<file path="src/rtl/clas_share_arbiter.sv">
// clas_share_arbiter: round-robin front end for one shared WIDTH-bit
// carry-lookahead add/sub unit. Accepts one operation from one of two
// requesters, drives the adder for a cycle, captures sum/carry/overflow
// and returns it on a valid/ready response channel tagged with the id.
module clas_share_arbiter #(
    parameter int WIDTH = 32,
    parameter int CNT_W = 16
) (
    input  logic             clk,
    input  logic             rst,
    input  logic             req0_valid,
    output logic             req0_ready,
    input  logic             req0_op,
    input  logic [WIDTH-1:0] req0_a,
    input  logic [WIDTH-1:0] req0_b,
    input  logic             req1_valid,
    output logic             req1_ready,
    input  logic             req1_op,
    input  logic [WIDTH-1:0] req1_a,
    input  logic [WIDTH-1:0] req1_b,
    output logic [WIDTH-1:0] alu_a,
    output logic [WIDTH-1:0] alu_b,
    output logic             alu_w,
    input  logic [WIDTH-1:0] alu_sum,
    input  logic             alu_cout,
    output logic             rsp_valid,
    input  logic             rsp_ready,
    output logic             rsp_id,
    output logic [WIDTH-1:0] rsp_data,
    output logic             rsp_cout,
    output logic             rsp_ovf,
    output logic [CNT_W-1:0] op_count
);

    typedef enum logic [1:0] {
        IDLE,
        EXEC,
        RESP
    } state_t;

    state_t state;
    logic   last_grant;
    logic   lat_id;
    logic   grant0;
    logic   grant1;
    logic   ovf;

    // Round-robin winner selection; grants only exist while idle.
    always_comb begin
        grant0 = 1'b0;
        grant1 = 1'b0;
        if (state == IDLE) begin
            if (req0_valid && (!req1_valid || last_grant)) begin
                grant0 = 1'b1;
            end else if (req1_valid) begin
                grant1 = 1'b1;
            end
        end
    end

    assign req0_ready = grant0;
    assign req1_ready = grant1;

    // Signed overflow: effective operand signs agree but the result sign differs from a.
    always_comb begin
        ovf = (alu_a[WIDTH-1] == (alu_b[WIDTH-1] ^ alu_w)) &&
              (alu_sum[WIDTH-1] != alu_a[WIDTH-1]);
    end

    // Control FSM with registered adder operands and response outputs.
    always_ff @(posedge clk) begin
        if (rst) begin
            state      <= IDLE;
            last_grant <= 1'b1;
            lat_id     <= 1'b0;
            alu_a      <= '0;
            alu_b      <= '0;
            alu_w      <= 1'b0;
            rsp_valid  <= 1'b0;
            rsp_id     <= 1'b0;
            rsp_data   <= '0;
            rsp_cout   <= 1'b0;
            rsp_ovf    <= 1'b0;
            op_count   <= '0;
        end else begin
            case (state)
                IDLE: begin
                    if (grant0) begin
                        alu_a      <= req0_a;
                        alu_b      <= req0_b;
                        alu_w      <= req0_op;
                        lat_id     <= 1'b0;
                        last_grant <= 1'b0;
                        state      <= EXEC;
                    end else if (grant1) begin
                        alu_a      <= req1_a;
                        alu_b      <= req1_b;
                        alu_w      <= req1_op;
                        lat_id     <= 1'b1;
                        last_grant <= 1'b1;
                        state      <= EXEC;
                    end
                end
                EXEC: begin
                    rsp_data  <= alu_sum;
                    rsp_cout  <= alu_cout;
                    rsp_ovf   <= ovf;
                    rsp_id    <= lat_id;
                    rsp_valid <= 1'b1;
                    state     <= RESP;
                end
                RESP: begin
                    if (rsp_ready) begin
                        rsp_valid <= 1'b0;
                        if (op_count != '1) begin
                            op_count <= op_count + CNT_W'(1);
                        end
                        state <= IDLE;
                    end
                end
                default: state <= IDLE;
            endcase
        end
    end

endmodule

</file>
<file path="config.mk">
export PLATFORM = sky130hd
export DESIGN_NAME = clas_share_arbiter
export DESIGN_NICKNAME = d
export VERILOG_FILES = /design/src/rtl/clas_share_arbiter.sv
export SDC_FILE = /design/constraint.sdc
export NUM_CORES = 1
export LEC_CHECK = 0
export ABC_CLOCK_PERIOD_IN_PS = 1700
export BUFFER_PORTS_ARGS = -buffer_cell sky130_fd_sc_hd__buf_2
export CORE_ASPECT_RATIO = 0.75
export CORE_MARGIN = 4
export CORE_UTILIZATION = 30
export DETAILED_ROUTE_END_ITERATION = 7
export HOLD_SLACK_MARGIN = 0.1
export PLACE_DENSITY = 0.66
export SLEW_MARGIN = 20
export SYNTH_ARGS = -nofsm -noshare
export SYNTH_HDL_FRONTEND = slang
export SYNTH_SLANG_ARGS = --single-unit
export TNS_END_PERCENT = 30
</file>
<file path="constraint.sdc">
create_clock -name clk -period 1.7 [get_ports clk]
set_clock_uncertainty 0.05 [all_clocks]
set_input_delay 0 -clock clk [delete_from_list [all_inputs] [get_ports clk]]
set_output_delay 0 -clock clk [all_outputs]
set_load 0.03 [all_outputs]
</file>
==> summary.log, run 1 <==
qor: power.power_density 1030 mW/mm^2
qor: flow_run.drv_cap 0
qor: placed_design.port-buffer-count 286
qor: worst_setup_path.worstReg2RegEnd op_count[11]$_SDFFE_PP0P_
qor: floorplanning.ioPinCount 287
qor: yosys.postSynthCellCount 572
qor: cells_and_area.diodes 0
qor: timing.worst_slew_pin_slew 0.458 ns
qor: detailed_routing.dr.pass1.iters 5
qor: clock_network.cts-buffers-inserted 17
qor: global_routing.global_route.usage.total 0.208
qor: clock_network.clk_path_buf_depth 2
qor: cells_and_area.layout-area-overhead-vs-synth 88.4%
qor: yosys.async_reset_ff_frac 0
qor: cells_and_area.fin_area 0.00881 sq mm
qor: worst_hold_path.hold_end rsp_data[3]$_SDFFE_PP0P_
qor: detailed_routing.postRouteWirelength 19.8 mm
qor: clock_network.cts.reportedPaths.clkPinSlew 0.05 ns
qor: global_routing.number_of_antenna_violations_at_the_first_check_in_global_routing 0
qor: cells_and_area.mostFrequentLayoutCell buf_2
qor: cells_and_area.mostFrequentLayoutCells buf_2 (283), dlygate4sd3_1 (168), dfxtp_1 (114)
qor: outcome.outcome finished clean
qor: power.total_power 9.04 mW
qor: floorplanning.core_area 0.0153 sq mm
qor: cells_and_area.multiInputGateArea 0.00211 sq mm
qor: floorplanning.die_x 152 um
qor: clock_network.clkSinkCount 121
qor: power.worst_ir_drop_vdd 0.000662 V
qor: floorplanning.floorplan.initialDensity 0.306
qor: cells_and_area.n_fill_cell 1316
qor: power.total_leakage_power 4.05 nW
qor: clock_network.cts_tree yes
qor: worst_hold_path.hold_path.startpoint alu_sum[3]
qor: worst_setup_path.timing.rr.start op_count[0]$_SDFFE_PP0P_
qor: detailed_routing.dr_total_vias 6043
qor: cells_and_area.nNetsFinal 1195
qor: cells_and_area.area.sequential 0.00243 sq mm
qor: placed_design.placed_cells_incl_taps 1038
qor: yosys.post_synth_edffs 0
qor: cells_and_area.layout.core_utilization 0.577
qor: yosys.ys_seq_area_frac 0.518
qor: worst_hold_path.hold_path.class primary input to flop
qor: cells_and_area.ratio_of_cells_with_drive_above_1_in_the_final_layout 0.353
qor: yosys.synth.ff_latch_count 121
qor: yosys.synth.distinct_cells 42
qor: detailed_routing.drt-initial-drc-count 351
qor: timing.min_period 1.61 ns
qor: clock_network.worst_skew_pair_latency 0.40 ns
qor: timing.slew_headroom 0.693
qor: placed_design.place.gp.congestion 0.795
qor: yosys.ys.flop_type dfxtp_1
qor: floorplanning.fp-row-count 39
qor: placed_design.post_dp_cell_area 0.00644 sq mm
qor: floorplanning.die_area 0.0177 sq mm
qor: global_routing.maximum_number_of_pins_on_one_net_before_global_route_repair 68
qor: detailed_routing.vias_per_cell 4.87
qor: yosys.synth_fp_nets 741
qor: worst_setup_path.worst_setup_path_start_kind flop
qor: floorplanning.die-height 116 um
qor: yosys.synth_area_per_cell 8.18 sq um
qor: detailed_routing.postRouteAntennaNets 0
qor: clock_network.cts-htree-levels 4
qor: global_routing.grt_pass1_vias 5831
qor: timing.final_min_period_over_clock_period 0.949
qor: worst_setup_path.criticalPathCategory flop to output pin
qor: detailed_routing.drc 0
qor: timing.maxSlewViolCount 0
qor: clock_network.buffer_type_at_the_clock_tree_root clkbuf_16
qor: worst_setup_path.critical_path_required 1.65 ns
qor: yosys.synth.yosys.warnings 0
qor: cells_and_area.fin_cells 1242
qor: placed_design.dp_hpwl 11.1 mm
qor: detailed_routing.wire_per_inst 15.9 um
qor: global_routing.first_pass_grt_wire_length 30.0 mm
qor: yosys.synthesized_area 0.00468 sq mm
qor: timing.report.final.setup_viol 0
qor: worst_setup_path.timing.reg2reg.setup_slack 0.09 ns
qor: worst_setup_path.critical_path.max_fanout 27
qor: worst_setup_path.worstPathArrival 1.56 ns
qor: timing.hold_violations 0
qor: worst_setup_path.worst_setup_end_kind output pin
qor: global_routing.grt_overflow 0
qor: worst_hold_path.holdPathStages 4
qor: worst_setup_path.reg2regPathDepth 5
qor: timing.clock.fmax 620 MHz
## critical path: stages, from the launching register on
cell and delay, ns:
dfxtp_2 0.36, nor2_4 0.17, nand3_4 0.13, buf_12 0.19, inv_1 0.10, clkbuf_4 0.20
## metrics by stage
stage	setup slack, ns	hold WS, ns	setup TNS, ns
floorplan	-0.0319	0.0860	-0.123
global placement	0.0374	0.193	0
detailed placement	-0.0127	0.197	-0.0127
CTS	-0.0409	0.304	-0.0409
global route	-0.0153	0.324	-0.0209
finish	0.0874	0.331	0
## cell type report
class,count,area share
multi-input cells,401,0.239
repair buffers,481,0.391
inverters,4,0.00170
well taps,205,0.0291
clock inverters,8,0.00809
flip-flops and latches,121,0.276
clock buffers,22,0.0549
## registers in the layout (all words and copies together) (netlist names)
signal	cells
last_grant	1
rsp_id	1
rsp_valid	1
alu_w	1
state	2
rsp_ovf	1
alu_b	32
rsp_data	32
lat_id	1
op_count	16
rsp_cout	1
alu_a	32
## cells in the mapped netlist, types with 2 or more instances
master    number  share of area
nor3_1        69          0.074
nor2b_1        2         0.0027
a211oi_1       2         0.0032
or4_1          5         0.0080
or3_1          2         0.0027
clkbuf_1      28          0.022
dfxtp_1      121           0.52
nor2_1        79          0.063
o31ai_1        4         0.0064
nor4_2         2         0.0053
nand3b_1       3         0.0048
buf_2          5         0.0053
nand3_1        8         0.0086
and2_1         2         0.0027
mux2i_1        2         0.0043
nand4_1        6         0.0080
o21ai_0        4         0.0043
nand2_1       76          0.061
inv_1          4         0.0032
nand2b_1       3         0.0040
o22ai_1       65          0.087
and4_1         2         0.0037
a21oi_1       48          0.051
buf_1         11         0.0088
and3_1         2         0.0027
## metal layers
| layer | global-route usage | wire length (um) | vias to the layer above |
|---|---|---|---|
| met5 | 0 | 0 | - |
| met3 | 0.0770 | 1570 | 70 |
| met1 | 0.247 | 8140 | 2732 |
| met4 | 0.101 | 784 | 0 |
| met2 | 0.338 | 9310 | 287 |
| li1 | - | - | 2954 |
## repair_timing
| action | CTS | global route |
|---|---|---|
| pin swaps | 0 | 5 |
| hold buffers | 168 | 0 |
| resized for setup | 3 | 14 |
| gates cloned | 0 | 2 |
| setup endpoints to repair | 3 | 13 |
| buffers inserted | 0 | 4 |
| hold endpoints to repair | 119 | 0 |
## where the power goes
group          internal (mW)  switching [mW]  total [mW]
clock                   2.14            1.25        3.38
sequential              3.13           0.152        3.28
combinational          0.971            1.41        2.38
total                   6.23            2.81        9.04
## worst max path at each step
stage / endpoint / cells past startpoint / start / slack, ns
floorplan: op_count[15]$_SDFFE_PP0P_ / 5 / op_count[2]$_SDFFE_PP0P_ / -0.03
CTS: req0_ready / 5 / state[1]$_SDFFE_PP0P_ / -0.04
detailed placement: op_count[8]$_SDFFE_PP0P_ / 6 / op_count[1]$_SDFFE_PP0P_ / -0.01
global route: req0_ready / 5 / state[1]$_SDFFE_PP0P_ / -0.02
global placement: op_count[8]$_SDFFE_PP0P_ / 6 / op_count[0]$_SDFFE_PP0P_ / 0.04
finish: req0_ready / 5 / state[1]$_SDFFE_PP0P_ / 0.09
## kinds of logic (layout without fill, tap and decap cells)
group / after synthesis / count (layout) / share of synthesized area
xor gates and xnor gates: 1 / 1 / 0.00187
AOI/OAI and AO/OA: 130 / 130 / 0.164
DFF: 121 / 121 / 0.518
and+or+nand+nor: 266 / 266 / 0.263
buffers and inverters: 50 / 515 / 0.0439
muxes: 3 / 3 / 0.00669
adders and majority gates: 1 / 1 / 0.00267
Power figures use the tool's default switching activity.
==> run 2: changes to the inputs <==
- CORE_MARGIN: 4 -> 1
==> run 2 against run 1 <==
Compared with the run above: clock power grew 3%; sequential cell count stayed put; global-route usage increased by 1.9 points; first-iteration DRC count decreased by 15%; final area is 0.18% lower; setup slack got worse by 0.046 ns; highest routed layer unchanged.
==> summary.log, run 2 (synthesis results as in run 1) <==
qor: outcome.outcome finished clean
qor: placed_design.place.gp.congestion 0.802
qor: global_routing.grt_overflow 0
qor: worst_setup_path.critical_path_required 1.65 ns
qor: clock_network.clkSinkCount 121
qor: worst_setup_path.timing.rr.start state[0]$_SDFFE_PP0P_
qor: power.total_leakage_power 4.02 nW
qor: cells_and_area.fin_area 0.00880 sq mm
qor: worst_setup_path.worst_setup_path_start_kind flop
qor: floorplanning.fp-row-count 39
qor: power.clkPwrFrac 0.382
qor: detailed_routing.postRouteAntennaNets 0
qor: worst_hold_path.hold_path.class primary input to flop
qor: worst_hold_path.holdPathStages 4
qor: global_routing.first_pass_grt_wire_length 28.6 mm
qor: cells_and_area.layout-area-overhead-vs-synth 88.0%
qor: power.worst_ir_drop_vdd 0.000603 V
qor: detailed_routing.drc 0
qor: worst_setup_path.critical_path.max_fanout 31
qor: clock_network.worst_skew_pair_latency 0.41 ns
qor: worst_setup_path.worstReg2RegEnd op_count[7]$_SDFFE_PP0P_
qor: clock_network.buffer_type_at_the_clock_tree_root clkbuf_16
qor: timing.slew_headroom 0.794
qor: power.netSwitchingPower 2.89 mW
qor: floorplanning.ioPinCount 287
qor: timing.finalSetupTns 0 ns
qor: detailed_routing.dr.pass1.iters 5
qor: timing.min_period 1.66 ns
qor: global_routing.number_of_antenna_violations_at_the_first_check_in_global_routing 0
qor: clock_network.cts-htree-levels 4
qor: cells_and_area.mostFrequentLayoutCell buf_2
qor: global_routing.grt_pass1_vias 5771
qor: placed_design.placed_cells_incl_taps 1034
qor: detailed_routing.drt-initial-drc-count 297
qor: power.power_density 1040 mW/mm^2
qor: detailed_routing.vias_per_cell 4.88
qor: cells_and_area.nNetsFinal 1188
qor: timing.hold_violations 0
qor: detailed_routing.postRouteWirelength 19.4 mm
qor: cells_and_area.area.sequential 0.00244 sq mm
qor: power.internal_power 6.26 mW
qor: worst_setup_path.timing.critical_path.max_delay_family buffers and inverters
qor: floorplanning.die_x 146 um
qor: worst_setup_path.critical-path-max-stage-delay 0.36 ns
qor: power.sequentialPowerShare 0.358
qor: timing.report.final.setup_viol 0
qor: worst_setup_path.crit_chain nor3b_2 > nand2_2 > buf_12 > inv_1 > clkbuf_4
qor: cells_and_area.multiInputGateArea 0.00211 sq mm
qor: detailed_routing.dr_total_vias 6036
qor: worst_setup_path.buffers_inverters_on_critical_path 3
qor: floorplanning.floorplan.initialDensity 0.307
qor: placed_design.post_dp_cell_area 0.00641 sq mm
qor: timing.final_min_period_over_clock_period 0.975
qor: cells_and_area.mostFrequentLayoutCells buf_2 (283), dlygate4sd3_1 (168), dfxtp_1 (114)
qor: clock_network.cts-buffers-inserted 17
qor: cells_and_area.diodes 0
qor: cells_and_area.fin_cells 1237
qor: global_routing.global_route.usage.total 0.227
qor: worst_setup_path.cpMaxStageDelayCell dfxtp_2
qor: clock_network.cts_tree yes
qor: detailed_routing.wire_per_inst 15.7 um
qor: worst_hold_path.hold_end rsp_data[12]$_SDFFE_PP0P_
qor: cells_and_area.n_fill_cell 1310
qor: worst_setup_path.criticalPathCategory flop to output pin
qor: cells_and_area.top_regs alu_a (32), alu_b (32), rsp_data (32)
qor: timing.maxSlewViolCount 0
qor: worst_setup_path.timing.reg2reg.setup_slack 0.07 ns
qor: placed_design.port-buffer-count 286
qor: global_routing.maximum_number_of_pins_on_one_net_before_global_route_repair 62
qor: flow_run.drv_cap 0
qor: floorplanning.core_area 0.0152 sq mm
qor: floorplanning.die_area 0.0161 sq mm
qor: worst_setup_path.startpoint state[0]$_SDFFE_PP0P_
qor: worst_setup_path.worst_setup_end_kind output pin
qor: power.total_power 9.15 mW
qor: floorplanning.die-height 110 um
qor: timing.grt_setup_unrepaired yes
qor: clock_network.cts.reportedPaths.clkPinSlew 0.06 ns
qor: timing.clock.fmax 603 MHz
qor: power.p_comb_frac 0.260
qor: worst_setup_path.worstPathArrival 1.61 ns
qor: worst_setup_path.reg2regPathDepth 4
qor: cells_and_area.ratio_of_cells_with_drive_above_1_in_the_final_layout 0.350
qor: timing.worst_slew_pin_slew 0.306 ns
qor: clock_network.clk_path_buf_depth 2
qor: power.netSwitchingFraction 0.316
qor: placed_design.dp_hpwl 10.1 mm
qor: worst_hold_path.hold_path.startpoint alu_sum[12]
[run 2: metrics by stage]
stage          setup slack [ns]  hold slack [ns]  utilization
6_report                 0.0418            0.326        0.578
4_1_cts                 0.00914            0.303        0.573
3_5_place_dp             0.0434            0.197        0.421
5_1_grt                 -0.0409            0.322        0.578
3_3_place_gp             0.0725            0.192        0.421
2_1_floorplan           -0.0319           0.0860            -
[run 2: what timing repair did]
item,in CTS,in global routing
pin swaps,0,3
cloned,1,1
hold endpoints to repair,121,0
setup buffers,0,1
hold buffers,169,0
endpoints found under the setup margin,2,12
gates resized for setup,5,13
[run 2: how the worst max path moves through the flow]
stage / to / cells past startpoint
5_1_grt: req1_ready / 5
3_3_place_gp: op_count[13]$_SDFFE_PP0P_ / 5
3_5_place_dp: op_count[14]$_SDFFE_PP0P_ / 5
2_1_floorplan: op_count[15]$_SDFFE_PP0P_ / 5
6_report: req1_ready / 5
4_1_cts: req1_ready / 5
[run 2: layout make-up]
type | count | share of cell area
Sequential cell | 121 | 0.277
Clock buffer | 18 | 0.0488
Multi-Input combinational cell | 401 | 0.240
Inverter | 4 | 0.00171
Tap cell | 205 | 0.0292
Clock inverter | 14 | 0.0169
Timing Repair Buffer | 474 | 0.387
[run 2: power by group through the flow]
stage	logic (mW)	clock network [mW]	registers (mW)
after detailed placement	1.96	0	3.33
after CTS	2.30	3.58	3.27
after global placement	1.95	0	3.32
after floorplan	0.691	0	3.87
after global routing	2.54	3.70	3.31
final	2.38	3.49	3.28
[run 2: tightest hold or removal path, delay by kind of cell]
kind                   cells  cell delay [ns]
buffers and inverters      2             0.65
and+or+nand+nor            1             0.04
AOI/OAI and AO/OA          1             0.05
[run 2: metal layers]
metal / vias up / share of wire / global-route usage
met4: 0 / 0.038 / 0.133
met5: - / 0 / 0
li1: 2937 / - / -
met1: 2727 / 0.41 / 0.258
met2: 306 / 0.48 / 0.384
met3: 66 / 0.080 / 0.0675
==> run 3: changes to the inputs <==
- ABC_AREA: unset -> 1
- CAP_MARGIN: unset -> 10
- CORE_UTILIZATION: 30 -> 39
- PLACE_DENSITY: 0.66 -> 0.8
==> run 3 against run 2 <==
Compared with the run above: clock power is 4% higher; synthesized cell count grew 12%; synthesized area increased by 5.1%; first-iteration DRC count increased by 16%; sequential share of layout area down 0.42 points; final cell count grew 2.6%.
==> summary.log, run 3 <==
qor: outcome.outcome finished clean
qor: detailed_routing.drc 0
qor: global_routing.global_route.usage.total 0.307
qor: timing.worst_slew_pin_slew 0.373 ns
qor: worst_setup_path.worst_setup_end_kind output pin
qor: floorplanning.core_area 0.0123 sq mm
qor: worst_setup_path.cpMaxStageDelayCell dfxtp_1
qor: detailed_routing.postRouteAntennaNets 0
qor: worst_setup_path.worstPathArrival 1.55 ns
qor: yosys.synth.top_cell.area_share 0.493
qor: yosys.synth_most_common_cell nor2_1
qor: worst_setup_path.crit_chain nor2_2 > nand3_2 > buf_12 > inv_1 > clkbuf_4
qor: clock_network.cts-buffers-inserted 17
qor: power.p_comb_frac 0.266
qor: timing.hold_violations 0
qor: clock_network.cts-htree-levels 4
qor: worst_setup_path.timing.reg2reg.setup_slack 0.16 ns
qor: cells_and_area.top_regs alu_a (32), alu_b (32), rsp_data (32)
qor: global_routing.first_pass_grt_wire_length 31.7 mm
qor: worst_setup_path.worstReg2RegEnd op_count[0]$_SDFFE_PP0P_
qor: worst_hold_path.hold_path.startpoint req0_valid
qor: detailed_routing.dr_total_vias 6500
qor: detailed_routing.drt-initial-drc-count 345
qor: worst_setup_path.reg2regPathDepth 9
qor: yosys.synthTopCellsByArea dfxtp_1 (49%), nor2_1 (17%), o221ai_1 (12%)
qor: worst_setup_path.criticalPathCategory flop to output pin
qor: yosys.synth.yosys.warnings 0
qor: yosys.synth_area_per_cell 7.70 sq um
qor: cells_and_area.area.sequential 0.00243 sq mm
qor: clock_network.buffer_type_at_the_clock_tree_root clkbuf_16
qor: yosys.synth_fp_nets 808
qor: detailed_routing.postRouteWirelength 20.3 mm
qor: yosys.ys_seq_area_frac 0.493
qor: global_routing.number_of_antenna_violations_at_the_first_check_in_global_routing 0
qor: cells_and_area.mostFrequentLayoutCell buf_2
qor: floorplanning.ioPinCount 287
qor: clock_network.clk_path_buf_depth 2
qor: detailed_routing.wire_per_inst 16.0 um
qor: timing.report.final.setup_viol 0
qor: power.clkPwrFrac 0.381
qor: placed_design.port-buffer-count 286
qor: power.power_density 1070 mW/mm^2
qor: global_routing.grt_overflow 0
qor: clock_network.cts.reportedPaths.clkPinSlew 0.06 ns
qor: clock_network.clkSinkCount 121
qor: floorplanning.die_x 132 um
qor: power.worst_ir_drop_vdd 0.000699 V
qor: timing.final_min_period_over_clock_period 0.943
qor: yosys.post_synth_edffs 0
qor: placed_design.post_dp_cell_area 0.00660 sq mm
qor: floorplanning.die_area 0.0131 sq mm
qor: clock_network.cts_tree yes
qor: worst_setup_path.worst_setup_path_start_kind flop
qor: clock_network.worst_skew_pair_latency 0.40 ns
qor: cells_and_area.n_fill_cell 871
qor: timing.clock.fmax 624 MHz
qor: timing.finalHoldWorstSlack 0.136 ns
qor: yosys.synthesized_area 0.00492 sq mm
qor: worst_setup_path.critical_path.max_fanout 51
qor: floorplanning.die-height 99.2 um
qor: yosys.synthDominantAreaCellType dfxtp_1
qor: cells_and_area.multiInputGateArea 0.00219 sq mm
qor: timing.min_period 1.60 ns
qor: worst_setup_path.startpoint state[1]$_SDFFE_PP0P_
qor: power.netSwitchingPower 3.09 mW
qor: cells_and_area.fin_area 0.00889 sq mm
qor: yosys.synthTopCellsByCount nor2_1 (226), dfxtp_1 (121), o221ai_1 (65)
qor: floorplanning.fp-row-count 35
qor: yosys.ys.flop_type dfxtp_1
qor: yosys.synth.ff_latch_count 121
qor: worst_hold_path.holdPathStages 5
qor: timing.maxSlewViolCount 0
qor: worst_setup_path.timing.rr.start op_count[0]$_SDFFE_PP0P_
qor: cells_and_area.nNetsFinal 1258
qor: cells_and_area.mostFrequentLayoutCells buf_2 (285), nor2_1 (224), dlygate4sd3_1 (166)
qor: cells_and_area.ratio_of_cells_with_drive_above_1_in_the_final_layout 0.326
qor: global_routing.grt_pass1_vias 6382
qor: power.internal_power 6.44 mW
qor: worst_hold_path.hold_end state[0]$_SDFFE_PP0P_
qor: floorplanning.floorplan.initialDensity 0.400
qor: yosys.async_reset_ff_frac 0
qor: cells_and_area.layout-area-overhead-vs-synth 80.9%
qor: worst_hold_path.hold_path.class primary input to flop
qor: global_routing.maximum_number_of_pins_on_one_net_before_global_route_repair 64
qor: yosys.postSynthCellCount 639
qor: placed_design.place.gp.congestion 0.860
qor: worst_setup_path.critical_path_required 1.65 ns
qor: placed_design.dp_hpwl 10.8 mm
qor: detailed_routing.vias_per_cell 5.12
qor: timing.slew_headroom 0.751
qor: yosys.synth.distinct_cells 27
qor: flow_run.drv_cap 0
qor: power.netSwitchingFraction 0.325
qor: power.total_leakage_power 4.24 nW
qor: detailed_routing.dr.pass1.iters 5
qor: worst_setup_path.critical-path-max-stage-delay 0.35 ns
qor: power.sequentialPowerShare 0.353
run 3: cell count changes in the layout (fill, tap and decap cells not counted), sizes merged, moves of 15 or more:
cell,delta
o22ai,-65
nor3,-68
o221ai,+65
a21oi,-34
nand2,-15
nor2,+152
inv,+26
o21ai,+36
run 3: power groups by stage:
| stage | Combinational [mW] | Sequential, mW | Clock [mW] |
|---|---|---|---|
| floorplan | 0.741 | 4.04 | 0 |
| global placement | 2.11 | 3.38 | 0 |
| detailed placement | 2.13 | 3.40 | 0 |
| CTS | 2.43 | 3.34 | 3.69 |
| global route | 2.70 | 3.40 | 3.83 |
| finish | 2.53 | 3.36 | 3.63 |
run 3: repair_timing:
| action | CTS | global route |
|---|---|---|
| hold buffers | 166 | 0 |
| hold endpoints to repair | 113 | 0 |
| gates resized for setup | 0 | 8 |
| endpoints found under the setup margin | 0 | 5 |
| setup buffers | 0 | 0 |
run 3: area by class of cell:
| cell class | instances | area share |
|---|---|---|
| Antenna cell | 1 | 0.000281 |
| Clock buffer | 18 | 0.0483 |
| Clock inverter | 14 | 0.0197 |
| Inverter | 31 | 0.0131 |
| Multi-Input combinational cell | 444 | 0.246 |
| Sequential cell | 121 | 0.273 |
| Tap cell | 166 | 0.0234 |
| Timing Repair Buffer | 474 | 0.376 |
run 3: worst max-delay path by stage:
| stage | to | slack (ns) | cells past startpoint |
|---|---|---|---|
| global route | req0_ready | -0.009 | 5 |
| CTS | req0_ready | 0.006 | 5 |
| global placement | alu_b[1]$_SDFFE_PP0P_ | 0.22 | 6 |
| detailed placement | op_count[0]$_SDFFE_PP0P_ | 0.17 | 9 |
| finish | req0_ready | 0.1 | 5 |
| floorplan | op_count[11]$_SDFFE_PP0P_ | 0.09 | 11 |
run 3: kinds of logic (layout without fill, tap and decap cells):
| logic type | Yosys count | in the layout | synth area share |
|---|---|---|---|
| AO/OA/AOI/OAI | 122 | 122 | 0.175 |
| XOR/XNOR | 4 | 4 | 0.00713 |
| adder cells (fa/ha/maj) | 1 | 1 | 0.00254 |
| buffers and inverters | 74 | 537 | 0.0659 |
| flip-flops | 121 | 121 | 0.493 |
| other | 0 | 1 | 0 |
| AND/OR/NAND/NOR | 317 | 317 | 0.256 |
run 3: metal layers:
metal / vias to the layer above / wire (um) / track usage
li1: 3065 / - / -
met5: - / 0 / 0
met2: 360 / 9890 / 0.533
met1: 2979 / 7940 / 0.338
met4: 0 / 1030 / 0.186
met3: 96 / 1470 / 0.0836
run 3: stage by stage:
stage / instances / worst slack (ns) / power (mW) / utilization / TNS [ns]
final: 1269 / 0.0962 / 9.53 / 0.723 / 0
after global routing: 1268 / -0.00904 / 9.92 / 0.723 / -0.00904
after CTS: 1268 / 0.00585 / 9.46 / 0.721 / 0
after detailed placement: 1070 / 0.167 / 5.53 / 0.536 / 0
after global placement: 1070 / 0.217 / 5.49 / 0.536 / 0
after floorplan: 639 / 0.0921 / 4.78 / - / 0
run 3: worst max-delay path, delay by kind of cell (launching register included):
kind | cells | cell delay [ns]
buffers and inverters | 3 | 0.51
DFF | 1 | 0.35
and+or+nand+nor | 2 | 0.29
